--- config.mk ---
export PLATFORM = sky130hd
export DESIGN_NAME = lut_mult_sched
export DESIGN_NICKNAME = d
export VERILOG_FILES = /design/src/rtl/lut_mult_sched.sv
export SDC_FILE = /design/constraint.sdc
export NUM_CORES = 1
export LEC_CHECK = 0
export BUFFER_PORTS_ARGS = -buffer_cell sky130_fd_sc_hd__buf_2
export CORE_MARGIN = 2
export CORE_UTILIZATION = 25
export DETAILED_ROUTE_END_ITERATION = 8
export PLACE_DENSITY_LB_ADDON = 0.25
export SYNTH_ARGS = -nofsm -noshare
export SYNTH_HDL_FRONTEND = slang
export SYNTH_SLANG_ARGS = --single-unit
--- constraint.sdc ---
create_clock -name clk -period 2.28 [get_ports clk]
set_clock_uncertainty 0.05 [all_clocks]
set_input_delay 0.456 -clock clk [delete_from_list [all_inputs] [get_ports clk]]
set_output_delay 0.456 -clock clk [all_outputs]
set_load 0.02 [all_outputs]
--- src/rtl/lut_mult_sched.sv ---
// Two-requester round-robin scheduler for a shared pipelined LUT multiplier.
// Tracks each issued operation's owner through a tag pipeline and holds results until acknowledged.
module lut_mult_sched #(
  parameter int W   = 8,
  parameter int LAT = 3
) (
  input  logic           clk,
  input  logic           rst,
  input  logic           req0,
  input  logic [W-1:0]   a0,
  input  logic [W-1:0]   b0,
  output logic           grant0,
  output logic           rvalid0,
  output logic [2*W-1:0] rdata0,
  input  logic           rack0,
  input  logic           req1,
  input  logic [W-1:0]   a1,
  input  logic [W-1:0]   b1,
  output logic           grant1,
  output logic           rvalid1,
  output logic [2*W-1:0] rdata1,
  input  logic           rack1,
  output logic           dp_en,
  output logic [W-1:0]   dp_a,
  output logic [W-1:0]   dp_b,
  input  logic [2*W-1:0] dp_result,
  output logic           busy
);

  logic [1:0]          req, rack, elig;
  logic [1:0][W-1:0]   op_a, op_b;
  logic [1:0]          grant_q, rvalid_q, inflight_q;
  logic [1:0][2*W-1:0] rdata_q;
  logic                ptr_q, win_vld, win_id;
  logic                dp_en_q, busy_q;
  logic [W-1:0]        dp_a_q, dp_b_q;
  logic [LAT:0]        tvld_q, tid_q, tvld_d, tid_d;

  assign req  = {req1, req0};
  assign rack = {rack1, rack0};
  assign op_a = {a1, a0};
  assign op_b = {b1, b0};

  // Slot k holds the tag issued k cycles ago; slot LAT lines up with dp_result.
  always_comb begin
    elig    = req & ~inflight_q & ~rvalid_q;
    win_vld = |elig;
    win_id  = (&elig) ? ptr_q : elig[1];
    tvld_d  = {tvld_q[LAT-1:0], win_vld};
    tid_d   = {tid_q[LAT-1:0], win_id};
  end

  always_ff @(posedge clk or posedge rst) begin
    if (rst) begin
      grant_q    <= '0;
      rvalid_q   <= '0;
      inflight_q <= '0;
      rdata_q    <= '0;
      ptr_q      <= 1'b0;
      dp_en_q    <= 1'b0;
      dp_a_q     <= '0;
      dp_b_q     <= '0;
      busy_q     <= 1'b0;
      tvld_q     <= '0;
      tid_q      <= '0;
    end else begin
      grant_q <= '0;
      dp_en_q <= win_vld;
      if (win_vld) begin
        grant_q[win_id] <= 1'b1;
        ptr_q           <= ~win_id;
        dp_a_q          <= op_a[win_id];
        dp_b_q          <= op_b[win_id];
      end
      tvld_q <= tvld_d;
      tid_q  <= tid_d;
      busy_q <= |tvld_d;
      // A capture and an ack never target the same requester on one edge.
      for (int i = 0; i < 2; i++) begin
        if (tvld_q[LAT] && tid_q[LAT] == 1'(i)) begin
          rdata_q[i]    <= dp_result;
          rvalid_q[i]   <= 1'b1;
          inflight_q[i] <= 1'b0;
        end else if (rvalid_q[i] && rack[i]) begin
          rvalid_q[i] <= 1'b0;
        end
        if (win_vld && win_id == 1'(i)) inflight_q[i] <= 1'b1;
      end
    end
  end

  assign grant0  = grant_q[0];
  assign grant1  = grant_q[1];
  assign rvalid0 = rvalid_q[0];
  assign rvalid1 = rvalid_q[1];
  assign rdata0  = rdata_q[0];
  assign rdata1  = rdata_q[1];
  assign dp_en   = dp_en_q;
  assign dp_a    = dp_a_q;
  assign dp_b    = dp_b_q;
  assign busy    = busy_q;

endmodule

# Word-level counts from Yosys, hierarchy flattened
# Index checks and enable logic that the tools add are counted.
# op_classes
n_lt_le_gt_ge,2
n_mux,16
n_bitwise,6
reduce_logical,14
# ops
cell,n
8-bit 2-to-1 mux,4
1-bit 2-to-1 mux,10
2-bit nonzero test,4
1-bit logical AND,7
5-bit OR reduction,1
2-bit bitwise AND,2
2-bit NOT,2
"1-bit by 2-bit < comparator with 1-bit output, second input constant",1
2-bit 2-to-1 mux,1
1-bit NOT,2
2-bit AND reduction,1
2-bit OR reduction,1
1-bit demux with 1-bit select,1
"1-bit >= comparator, second input constant",1
# word_totals
reg_bits,65
inputBits,54
output_inout_bits,54
word_cells,52

# Longest topological paths before layout
# Gate-level depths: netlist of run 1.
# depth
ltp_word,10
depth_mapped,5
ltp_nobuf,3

# Least setup slack after synthesis of run 1
# No wires, ideal clock.
# synth_timing
path_type,reg-to-reg
start,register rvalid_q[1]
end,"register dp_a_q[0], in the netlist dp_a[0]"
setup_ns,0.123
arrival_time_ns,1.408
required_ns,2.107
path_slack_ns,0.699
path_stages_with_launch,5
n_path_buf,1
synth_period_minus_slack_ns,1.581
path_cell_list,dfrtp_1 -> and4bb_4 -> clkbuf_2 -> or4_1 -> o221a_2
# synth_between
elab_chain_len,6
word_cells_on_any_way,7
cone_classes,mux (3); bitwise (2); reduce/logical (2)
# synth_lines
item,line_no,source
from (decl),32,"logic [1:0] grant_q, rvalid_q, inflight_q;"
from (signal assigned),56,rvalid_q <= '0;
"from (signal, indexed assignment)",82,rvalid_q[i] <= 1'b1;
"from (signal, indexed assignment)",85,rvalid_q[i] <= 1'b0;
2-bit NOT (*),46,elig = req & ~inflight_q & ~rvalid_q;
2-bit bitwise AND (*),46,
2-bit AND reduction,48,win_id = (&elig) ? ptr_q : elig[1];
1-bit 2-to-1 mux,48,
8-bit 2-to-1 mux (implied by the code) (2 in series),72,dp_a_q <= op_a[win_id];
to (signal assigned),72,
to (decl),36,"logic [W-1:0] dp_a_q, dp_b_q;"
# Every way passes the cells marked *; elsewhere a longest branch is shown, timed or not. The select of a mux whose other input is x is not followed.
# A chain may end at the register's enable or synchronous reset.

# Worst setup path in the final report of run 1
# layout_timing
start,register rvalid_q[0]
end,"register dp_a_q[0], in the netlist dp_a[0]"
# The elaborated chain is that of the path after synthesis.

==> metrics, run 1 <==
critical path arrival=2.05 ns; Final Non-Filler Cells=411; GRT overflow=0; # nets final=327; Tot Pwr=0.00511 W; fin crit period=1.82 ns; n_diodes=0; core area=9730 µm²; Worst-Skew Late Latency=0.34 ns; FFs w/ async S/R, synth=100%; CP max-delay cell=or3_1; FILL cells=1,000; first-pass iteration count of the detailed router=4; CTS Root Cell=clkbuf_8; switching share of power=37.3%; Setup crit start kind=flip-flop; total track usage=11.6%; top-area cell type share of the netlist area=64.1%; Net Switching=0.00191 W; ys flop type=dfrtp_1; Worst slew margin=53.6%; commonest cells in the netlist=dfrtp_1 (64), mux2_2 (32), or4_1 (17); post-synthesis adder-cell area fraction=0%; post-synth cell types=22; Final Instance Area=3390 µm²; largest family of logic cells by synthesized area=multiplexers; mean area per synthesized cell=15.4 µm²; final WL=5.93 mm; CTS tree=done; count leader, synth=dfrtp_1; placed cell count=395; die area=10,800 µm²; Final Hold Vio Count=0; CP peak stage delay=0.61 ns; Slew @ Worst Pin=0.696 ns; final worst-path cycle share=79.9%; chip height=104 µm; cts bufs inserted=9; peak supply drop=0.410 mV; number of synthesized flops with an enable pin=0; IO Pins=108; clock sink count=64; area of the multi-input gates=800 µm²; Vias=1,784; Critical Path Sink Type=flip-flop; wire length per cell=14.4 µm; H-tree depth=3; register area=1600 µm²; syn_nets=216; power density cells=1510 nW/µm²; # DRC=0; # rows=36; DPL Wire Length=3.91 mm; Post-DP Area=3160 µm²; Compound-Gate Fraction of Synth Area=8.92%; synth warn=0; PortBufs=107; Gate Count Post-Synth=162; Clk pwr share=21.2%; remaining antenna violation count after routing=0; post-synthesis register bit count=64; XOR/XNOR Fraction of Synth Area=0%; Area Growth Syn to Fin=35.6%; maxcap violations=0; Fmax=549 MHz; part of the power in registers=37.9%; endpoints failing setup=0; main area contributors after synthesis=dfrtp_1 (64%), mux2_2 (14%), or4_1 (5.1%); postcts setup bufs=0; Largest delay share family, worst path=simple AND/OR/NAND/NOR gates; worst setup path class=flip-flop to flip-flop; leakage=1.58 nW; initial DRC count=35; CTS Hold Bufs=0; CTS resizes=0; routability cong.=0.689; drt via density=4.34; final setup TNS=0 ns; multiplexer area fraction after synthesis=14.4%; ordered list of cells on the worst path=nor4b_1 > or3_1 > o221a_2; Synth area leader=dfrtp_1; Internal Power=0.00320 W; synthesized cell area=2500 µm²; largest net degree at the start of global routing=65; outcome=complete, no violations; Simple-Gate Fraction of Synth Area=8.67%; CP bufs+invs=0; Die W=104 µm; worst-path fanout max=19; vias in the first global route=1,834; CTS clk-pin slew, worst paths=0.08 ns; initial antenna violation count=0; WP data required=2.51 ns; clk buf depth=2; Slew Limit Fails=0; first-pass GRT wire length=9.83 mm; unrepaired setup endpoints after global routing=no; class of the worst hold path=primary input to async pin; Comb power frac=40.9%; initial core utilization=25.7%; register area share after synthesis=64.1%; share of cells above drive strength 1=61.9%
==> area by class of cell <==
class                      instances  share of cell area (%)
clock buffer                      10                    3.77
clock inverter                     6                    2.77
inverter                           5                   0.554
multi-input combinational         82                    23.6
sequential                        64                    47.3
tap                              133                    4.92
timing repair buffer             111                    17.1
==> placed cells by master (no fill, tap or decap), drive strengths merged <==
| cell type | count |
|---|---|
| nand2b | 3 |
| nor4b | 1 |
| inv | 5 |
| a21o | 1 |
| o221a | 16 |
| o22ai | 1 |
| clkinv | 3 |
| clkbuf | 10 |
| clkinvlp | 1 |
| bufinv | 2 |
| and4bb | 1 |
| dfrtp | 64 |
| a21oi | 1 |
| nor2 | 2 |
| nand2 | 3 |
| buf | 111 |
| or3 | 1 |
| nor3 | 1 |
| mux2 | 32 |
| or4 | 17 |
| o21ai | 2 |
==> final timing paths <==
check | depth (start not counted) | to | startpoint | slack (ns)
worst max-delay path | 3 | dp_a[0] | rvalid_q[0] | 0.46
worst min register to register | 0 | tid_q[2] | tid_q[1] | 0.30
min in group clk | 2 | rvalid_q[0] | rack0 | 0.25
max in group asynchronous | 3 | grant_q[1] | rst | 1.76
worst max register to register | 3 | dp_a[0] | rvalid_q[0] | 0.46
worst min-delay path | 3 | dp_a[3] | rst | 0.12
==> flip-flops by register name, indices dropped and copies added (netlist names) <==
name	count
rdata0	16
busy	1
tid_q	4
dp_b	8
dp_a	8
inflight_q	2
grant_q	2
tvld_q	4
rvalid_q	2
rdata1	16
ptr_q	1
==> worst reg2reg max path, cell delays in order, from the launching register on <==
cell and delay [ns]:
dfrtp_1 0.48, nor4b_1 0.30, or3_1 0.61, o221a_2 0.33
==> per-stage QoR <==
stage	hold slack, ns	setup WS [ns]	util (%)
finish	0.123	0.458	34.8
CTS	0.123	0.416	34.8
global route	0.136	0.300	34.8
global placement	0.285	0.403	32.5
detailed placement	0.288	0.354	32.5
floorplan	0.281	0.176	-
==> power groups by stage <==
stage / combinational, W / clock (W) / sequential, W
5_1_grt: 0.00225 / 0.00119 / 0.00202
4_1_cts: 0.00213 / 0.00113 / 0.00194
2_1_floorplan: 0.000873 / 0 / 0.00251
6_report: 0.00209 / 0.00108 / 0.00194
3_5_place_dp: 0.00213 / 0 / 0.00195
3_3_place_gp: 0.00210 / 0 / 0.00196
==> routing by layer <==
layer / share of wire [%] / global-route usage [%] / vias to the layer above / wire length [µm]
li1: - / - / 834 / -
met1: 49 / 15.8 / 881 / 2890
met2: 43 / 16.3 / 60 / 2560
met3: 6.8 / 4.95 / 9 / 404
met4: 1.3 / 4.34 / 0 / 78
met5: 0 / 0 / - / 0
==> cell families after synthesis <==
logic type,after synthesis
flip-flops,64
AO/OA/AOI/OAI,21
buffers and inverters,16
AND/OR/NAND/NOR,29
multiplexers,32
No activity file was read; power rests on OpenSTA's default activity.
==> run 2: changes to the inputs <==
clock period = 1.7 ns   (was 2.28 ns; I/O delays follow)
==> run 2 against run 1 <==
Net effect: non-clock buffer count rose by 7; power is 36% higher; maximum frequency rose by 19%; sequential share of layout area shrank 1.1 points; worst setup slack worse by 0.29 ns; via count grew 0.67%; sequential power up 34%; worst hold slack better by 0.013 ns; die area did not move; critical endpoint is now dp_a[7]; largest cell class unchanged.
==> metrics, run 2 (synthesis gave the netlist of run 1 again) <==
# DRC=0; first-pass GRT wire length=9.76 mm; Fmax=653 MHz; class of the worst hold path=primary input to flip-flop; met2 WL=2.61 mm; Area Growth Syn to Fin=38.8%; WP data required=1.88 ns; Reg2Reg Launch Point=inflight_q[1]; wire length per cell=14.3 µm; Setup crit start kind=flip-flop; initial antenna violation count=0; CTS clk-pin slew, worst paths=0.07 ns; peak supply drop=0.576 mV; largest net degree at the start of global routing=53; R2R depth=4; FF-to-FF setup slack=0.17 ns; Slew Limit Fails=0; fin crit period=1.53 ns; n_diodes=0; postcts setup bufs=0; Slew @ Worst Pin=0.359 ns; # nets final=334; die area=10,800 µm²; maxcap violations=0; clock sink count=64; outcome=complete, no violations; final setup TNS=0 ns; remaining antenna violation count after routing=0; GRT overflow=0; critical path arrival=1.71 ns; Worst Hold Launch=rack1; CTS Hold Bufs=1; cts bufs inserted=9; CTS tree=done; CTS Root Cell=clkbuf_8; PortBufs=107; final worst-path cycle share=90.0%; Worst Hold Path EP=rvalid_q[1]; worst hold path depth=2; Vias=1,796; # rows=36; DR top layer=met4; most frequent cells in the layout=buf_2 (107), dfrtp_1 (64), mux2_2 (32); wl on met1=2.89 mm; total track usage=11.7%; worst setup path class=flip-flop to flip-flop; share of cells above drive strength 1=62.5%; Final Hold Vio Count=0; Worst slew margin=75.9%; fin util=35.6%; initial core utilization=25.7%; chip height=104 µm; Critical Path Sink Type=flip-flop; clk buf depth=2; unrepaired setup endpoints after global routing=no; Worst-Skew Late Latency=0.33 ns; worst-path fanout max=10; IO Pins=108; vias in the first global route=1,841; power density cells=2000 nW/µm²; initial DRC count=46; leakage=1.62 nW; CTS resizes=0; final WL=5.99 mm; endpoints failing setup=0; first-pass iteration count of the detailed router=4; WL met3=380 µm; routability cong.=0.721; RR Endpoint=dp_a[7]; Die W=104 µm; DPL Wire Length=4.18 mm; H-tree depth=3; most common cell after layout, fill and taps aside=buf_2; core area=9730 µm²; drt via density=4.30
## run 2: cell count changes in the layout (fill, tap and decap cells not counted)
cell and change:
clkbuf_8 +4, buf_4 +4, dlygate4sd3_1 +1, inv_2 -1
bufinv_16 -1, clkinv_2 +1, clkinv_4 -3, buf_12 +2
## run 2: through the flow
stage	power (W)	worst slack (ns)	std cells	hold WS [ns]	instance area, µm²
after floorplan	0.00454	0.119	162	0.281	2500
after global placement	0.00557	0.142	401	0.277	3240
after detailed placement	0.00561	0.115	401	0.271	3240
after CTS	0.00707	0.169	418	0.111	3470
after global routing	0.00739	0.136	418	0.114	3470
final	0.00694	0.169	418	0.136	3470
## run 2: worst max-delay path by stage
stage	start	slack (ns)	cells past startpoint	endpoint
global route	rvalid_q[0]	0.14	2	rvalid0
finish	inflight_q[1]	0.17	4	dp_a[7]
CTS	inflight_q[1]	0.17	4	dp_a[6]
detailed placement	req0	0.12	5	dp_a[1]
floorplan	rvalid_q[1]	0.12	4	dp_a[0]
global placement	req0	0.14	5	dp_b[7]
## run 2: critical path, stage by stage (launching register included)
cell and delay, ns:
dfrtp_1 0.38, nand2b_4 0.16, or3_1 0.39, buf_4 0.20
o221a_2 0.25
## run 2: area by class of cell
cell class | instances | area, µm²
clock buffer | 14 | 183
tap | 133 | 166
sequential | 64 | 1600
inverter | 5 | 22.5
clock inverter | 2 | 35.0
fill | 1016 | 6260
multi-input combinational | 82 | 800
timing repair buffer | 118 | 658
## run 2: where the power goes
group          leakage (nW)  switching (W)  internal (W)
registers             0.749       0.000350       0.00224
logic                 0.760        0.00162       0.00133
clock network         0.113       0.000565      0.000837
## run 2: layer usage
metal / GRT usage, % / up-vias
met2: 15.9 / 62
met5: 0 / -
li1: - / 842
met4: 5.50 / 0
met1: 16.2 / 882
met3: 4.32 / 10
